$ cat config.mk
export PLATFORM = sky130hd
export DESIGN_NAME = muldiv_seq
export DESIGN_NICKNAME = d
export VERILOG_FILES = /design/src/rtl/muldiv_seq.sv
export SDC_FILE = /design/constraint.sdc
export NUM_CORES = 1
export LEC_CHECK = 0
export BUFFER_PORTS_ARGS = -buffer_cell sky130_fd_sc_hd__buf_2
export CAP_MARGIN = 20
export CELL_PAD_IN_SITES_DETAIL_PLACEMENT = 1
export CELL_PAD_IN_SITES_GLOBAL_PLACEMENT = 1
export CORE_AREA = 4 4 192 194
export CTS_BUF_LIST = sky130_fd_sc_hd__clkbuf_4
export CTS_CLUSTER_DIAMETER = 30
export DETAILED_ROUTE_END_ITERATION = 16
export DIE_AREA = 0 0 196 198
export GPL_ROUTABILITY_DRIVEN = 0
export PLACE_DENSITY = 0.84
export SLEW_MARGIN = 10
export SYNTH_ARGS = -nofsm -noshare
export SYNTH_HDL_FRONTEND = slang
export SYNTH_SLANG_ARGS = --single-unit
$ cat constraint.sdc
create_clock -name clk -period 3.85 [get_ports clk]
set_clock_uncertainty 0.2 [all_clocks]
set_input_delay 0.1925 -clock clk [delete_from_list [all_inputs] [get_ports clk]]
set_output_delay 0.1925 -clock clk [all_outputs]
set_load 0.005 [all_outputs]
$ cat src/rtl/muldiv_seq.sv
`default_nettype none
// ----------------------------------------------------------------------------
// muldiv_seq : radix-2 sequential MIPS mult/multu/div/divu unit with HI/LO regs
// Rev 1.0
// ----------------------------------------------------------------------------
module muldiv_seq #(
  parameter int WIDTH = 32
) (
  input  logic             clk,
  input  logic             rst,
  input  logic             start,
  input  logic [1:0]       op,
  input  logic [WIDTH-1:0] a,
  input  logic [WIDTH-1:0] b,
  input  logic             cancel,
  input  logic             hi_we,
  input  logic             lo_we,
  input  logic [WIDTH-1:0] wdata,
  output logic             busy,
  output logic             done,
  output logic             div_by_zero,
  output logic [WIDTH-1:0] hi,
  output logic [WIDTH-1:0] lo
);

  localparam int CNT_W = $clog2(WIDTH);

  typedef enum logic [1:0] {
    S_IDLE = 2'd0,
    S_CALC = 2'd1,
    S_FIX  = 2'd2
  } state_e;

  state_e             state_q, state_d;
  logic [CNT_W-1:0]   cnt_q, cnt_d;
  logic [2*WIDTH-1:0] acc_q, acc_d;
  logic [WIDTH-1:0]   rem_q, rem_d;
  logic [WIDTH-1:0]   opb_q, opb_d;
  logic               is_div_q, is_div_d;
  logic               neg_res_q, neg_res_d;
  logic               neg_rem_q, neg_rem_d;
  logic               bzero_q, bzero_d;
  logic [WIDTH-1:0]   hi_q, hi_d;
  logic [WIDTH-1:0]   lo_q, lo_d;
  logic               done_q, done_d;
  logic               dbz_q, dbz_d;

  logic               w_a_neg, w_b_neg;
  logic [WIDTH-1:0]   w_abs_a, w_abs_b;
  logic [WIDTH-1:0]   w_add;
  logic [WIDTH:0]     w_sum;
  logic [2*WIDTH-1:0] w_mul_next;
  logic [WIDTH:0]     w_shift, w_diff;
  logic               w_qbit;
  logic [2*WIDTH-1:0] w_prod;
  logic [WIDTH-1:0]   w_quo, w_rmd;

  // op[0] == 0 selects the signed variants
  assign w_a_neg = ~op[0] & a[WIDTH-1];
  assign w_b_neg = ~op[0] & b[WIDTH-1];
  assign w_abs_a = w_a_neg ? -a : a;
  assign w_abs_b = w_b_neg ? -b : b;

  // Multiply: multiplier sits in acc low half and shifts out as the product shifts in
  assign w_add      = acc_q[0] ? opb_q : '0;
  assign w_sum      = {1'b0, acc_q[2*WIDTH-1:WIDTH]} + {1'b0, w_add};
  assign w_mul_next = {w_sum, acc_q[WIDTH-1:1]};

  // Divide: dividend in acc low half shifts into the remainder, quotient bits shift in
  assign w_shift = {rem_q, acc_q[WIDTH-1]};
  assign w_diff  = w_shift - {1'b0, opb_q};
  assign w_qbit  = ~w_diff[WIDTH];

  assign w_prod = neg_res_q ? -acc_q : acc_q;
  assign w_quo  = neg_res_q ? -acc_q[WIDTH-1:0] : acc_q[WIDTH-1:0];
  assign w_rmd  = neg_rem_q ? -rem_q : rem_q;

  always_ff @(posedge clk or negedge rst) begin
    if (!rst) begin
      state_q   <= S_IDLE;
      cnt_q     <= '0;
      acc_q     <= '0;
      rem_q     <= '0;
      opb_q     <= '0;
      is_div_q  <= 1'b0;
      neg_res_q <= 1'b0;
      neg_rem_q <= 1'b0;
      bzero_q   <= 1'b0;
      hi_q      <= '0;
      lo_q      <= '0;
      done_q    <= 1'b0;
      dbz_q     <= 1'b0;
    end else begin
      state_q   <= state_d;
      cnt_q     <= cnt_d;
      acc_q     <= acc_d;
      rem_q     <= rem_d;
      opb_q     <= opb_d;
      is_div_q  <= is_div_d;
      neg_res_q <= neg_res_d;
      neg_rem_q <= neg_rem_d;
      bzero_q   <= bzero_d;
      hi_q      <= hi_d;
      lo_q      <= lo_d;
      done_q    <= done_d;
      dbz_q     <= dbz_d;
    end
  end

  always_comb begin
    state_d   = state_q;
    cnt_d     = cnt_q;
    acc_d     = acc_q;
    rem_d     = rem_q;
    opb_d     = opb_q;
    is_div_d  = is_div_q;
    neg_res_d = neg_res_q;
    neg_rem_d = neg_rem_q;
    bzero_d   = bzero_q;
    hi_d      = hi_q;
    lo_d      = lo_q;
    done_d    = 1'b0;
    dbz_d     = 1'b0;
    case (state_q)
      S_IDLE: begin
        if (start) begin
          if (!cancel) begin
            state_d   = S_CALC;
            cnt_d     = '0;
            acc_d     = {{WIDTH{1'b0}}, w_abs_a};
            rem_d     = '0;
            opb_d     = w_abs_b;
            is_div_d  = op[1];
            neg_res_d = w_a_neg ^ w_b_neg;
            neg_rem_d = w_a_neg;
            bzero_d   = (b == '0);
          end
        end else begin
          if (hi_we) hi_d = wdata;
          if (lo_we) lo_d = wdata;
        end
      end
      S_CALC: begin
        if (cancel) begin
          state_d = S_IDLE;
        end else begin
          cnt_d = cnt_q + CNT_W'(1);
          if (is_div_q) begin
            rem_d = w_qbit ? w_diff[WIDTH-1:0] : w_shift[WIDTH-1:0];
            acc_d = {acc_q[2*WIDTH-1:WIDTH], acc_q[WIDTH-2:0], w_qbit};
          end else begin
            acc_d = w_mul_next;
          end
          if (cnt_q == CNT_W'(WIDTH - 1)) state_d = S_FIX;
        end
      end
      S_FIX: begin
        state_d = S_IDLE;
        if (!cancel) begin
          done_d = 1'b1;
          if (!is_div_q) begin
            hi_d = w_prod[2*WIDTH-1:WIDTH];
            lo_d = w_prod[WIDTH-1:0];
          end else if (bzero_q) begin
            // A zero divisor leaves |a| in the remainder; re-signing restores a
            hi_d  = w_rmd;
            lo_d  = '1;
            dbz_d = 1'b1;
          end else begin
            hi_d = w_rmd;
            lo_d = w_quo;
          end
        end
      end
      default: state_d = S_IDLE;
    endcase
  end

  assign busy        = (state_q != S_IDLE);
  assign done        = done_q;
  assign div_by_zero = dbz_q;
  assign hi          = hi_q;
  assign lo          = lo_q;

endmodule
`default_nettype wire

==> run_results.csv <==
group,metric,value,unit
outcome,status,"finished, final reports clean",
worst_setup_path,cp_slowest_cell,"dlygate4sd3_1",
clock_network,clock_latency,0.85,ns
synthesis,synth_nets,2199,
timing,worst_slew_pin_slew,1.05,ns
grt,antenna_found_initial,9,
timing,period_share,0.978,
die,coreArea,35200,um2
place,io_buffers,170,
die,die_x,196,um
timing,min_period,3.77,ns
grt,first_global_vias,19100,
clock_network,cts_inserted_buffers,61,
power,p_total,9170,uW
synthesis,synth_top_flop_cell,"dfrtp_1",
synthesis,ys_types,66,
synthesis,ys_warn_count,0,
timing,final-setup-viol-count,0,
layout,fillers,4317,
clock_network,ctsHtreeMaxLevel,2,
timing,final-hold-violation-count,0,
synthesis,synthArstFlopShare,1.00,
worst_setup_path,cp_max_fo,5,
route,vias,18300,
synthesis,syn_inst,2023,
worst_setup_path,cp_cell_sequence,"dlygate4sd3_1 -> buf_2 -> nor3_2 -> nand4_1 -> or3_1 -> or2_2 -> o21ai_0 -> xnor2_1 -> dlygate4sd3_1 -> o21ai_0 -> o21ai_0 -> dlygate4sd3_1",
route,post_drt_wl_per_cell,25.3,um
synthesis,synth_seq_cells,205,
die,row_count,69,
power,p_leak,0.00915,uW
layout,area_growth,24.6,%
timing,max_freq,266,MHz
grt,grt_max_degree,111,
die,dieHeight,198,um
route,routed_via_density,6.40,
worst_setup_path,start_kind,"input port",
die,ios,171,
route,first_iter_violations,1835,
timing,finalMaxSlewViolations,0,
route,drc,0,
layout,final_nets,2526,
worst_setup_path,end_kind,"flip-flop",
clock_network,cts_tree,"built",
grt,gr-total-overflow,0,
synthesis,synth_edf_count,0,
worst_setup_path,required,4.40,ns
synthesis,ys_seq_area_frac,0.321,
worst_setup_path,crit_arrival,4.32,ns
power,p_per_area,460,nW/um2
die,start_util,0.454,
synthesis,avgSynthCellArea,7.90,um2
layout,drive_gt1_frac,0.150,
power,max-vdd-ir-drop,0.000256,V
place,place_hpwl,44900,um
clock_network,cts.sinks,205,
timing,relSlewSlack,0.303,
worst_setup_path,path_class,"in -> reg",
grt,track_usage,0.357,
clock_network,cts-root-buf,"clkbuf_4",
route,antenna_left,0,
synthesis,synthesis.area,16000,um2
clock_network,path_clk_slew,0.09,ns
run,maxCapViolations,0,
route,routed_wl,72600,um
die,dieArea,38800,um2
worst_setup_path,slowest_delay,0.66,ns
timing,setup_tns,0,ns
layout,design_area,19900,um2
place,place_area,17300,um2
route,dr.pass1.iters,6,
min_path,min_path_type,"in -> reg",
clock_network,cts.path.max_buffers,3,
grt,grt_pass1_wl,110000,um
==> placed cells by master (no fill, tap or decap), drive strengths merged, types with 9 or more instances in the layout <==
master       count
o21bai           9
mux2i           46
nor2           127
o21ai          260
clkinv          20
ha              70
buf            213
o41ai           16
dlygate4sd3    172
a31oi           14
o31ai           46
and3            19
xnor2          122
a21oi          120
nor2b           16
or2             10
inv             63
o211ai          19
a21o            37
o311ai          18
nor4            15
nand2          305
nor3            25
nand4           14
nand3           60
xor2            78
o22ai           34
or3             34
dfrtp          205
clkbuf          86
or4             20
nand2b          20
==> repair_timing <==
item                       in CTS  in global routing
hold buffers                  171                  1
hold endpoints to repair      287                  5
gates resized for setup         0                 17
setup buffers                   0                  2
setup endpoints to repair       0                 51
==> synthesized netlist by cell type, types with 10 or more instances <==
cell type	n	area, um2
nand2_1	305	1140
o21ai_0	257	1290
dfrtp_1	205	5130
nor2_1	127	477
xnor2_1	122	1070
a21oi_1	120	601
clkbuf_1	110	413
xor2_1	78	683
ha_1	70	876
inv_1	61	229
nand3_1	60	300
mux2i_1	46	460
o31ai_1	46	345
a21o_1	37	278
o22ai_1	34	213
or3_1	33	206
nor3_1	25	125
nand2b_1	20	125
and3_1	19	119
o211ai_1	19	143
o311ai_0	18	158
nor2b_1	16	100
or4_1	16	120
nor4_1	15	93.8
o41ai_1	15	131
a31oi_1	14	87.6
nand4_1	14	87.6
or2_2	10	62.6
==> state kept, by name, summed over array words and instances, names as in the netlist <==
signal and cells:
div_by_zero 1, lo 32, is_div_q 1, hi 32, rem_q 32, bzero_q 1
cnt_q 5, acc_q 64, neg_rem_q 1, state_q 2, done 1, opb_q 32
neg_res_q 1
==> final cells by class <==
type / instances / area (um2) / share of cell area
multi-input combinational: 1634 / 10200 / 0.514
sequential: 205 / 5140 / 0.258
timing repair buffer: 386 / 2940 / 0.147
clock buffer: 85 / 638 / 0.0320
tap: 461 / 577 / 0.0290
inverter: 62 / 233 / 0.0117
clock inverter: 22 / 130 / 0.00653
antenna: 8 / 20.0 / 0.00101
==> layer usage <==
metal,vias to the layer above,global-route usage,share of wire
met1,8929,0.428,0.38
met3,334,0.0596,0.084
met2,1121,0.613,0.47
li1,7928,-,-
met4,0,0.196,0.069
met5,-,0,0
==> per-stage QoR <==
step	instances	setup WS [ns]	utilization	hold slack, ns
floorplan	2023	0.534	-	-0.303
CTS	2851	0.0931	0.562	0.0115
finish	2863	0.0837	0.565	0.0625
detailed placement	2573	0.178	0.491	0.193
global placement	2573	0.268	0.491	0.193
global route	2863	-0.0202	0.565	0.0640
==> where the power goes <==
part	switching (uW)	leakage [uW]	internal (uW)
registers	620	0.00262	2530
logic	2290	0.00605	1460
clock network	1170	0.000474	1090
==> logic make-up after synthesis <==
kind of cell | count (synthesis) | share of synthesized area
compound gates | 630 | 0.240
xor+xnor | 200 | 0.110
fa+ha+maj | 72 | 0.0573
buf+inv | 184 | 0.0438
flops | 205 | 0.321
mux | 47 | 0.0295
simple gates | 685 | 0.198
==> critical path, delay by kind of cell <==
kind / cells / cell delay (ns)
and+or+nand+nor: 4 / 1.43
buffers and inverters: 4 / 1.98
xor gates and xnor gates: 1 / 0.16
AOI/OAI and AO/OA: 3 / 0.55
==> path summary, 6_finish.rpt <==
| path | cells after the start | slack, ns | to | from |
|---|---|---|---|---|
| max | 12 | 0.08 | acc_q[29] | a[3] |
| min reg2reg | 2 | 0.28 | opb_q[13] | opb_q[13] |
| max in group asynchronous | 4 | 1.93 | rem_q[29] | rst |
| min in group asynchronous | 3 | 0.42 | lo[5] | rst |
| max reg2reg | 13 | 0.12 | acc_q[60] | acc_q[0] |
| min | 4 | 0.06 | lo[4] | wdata[4] |
(Power assumes the default switching activity.)
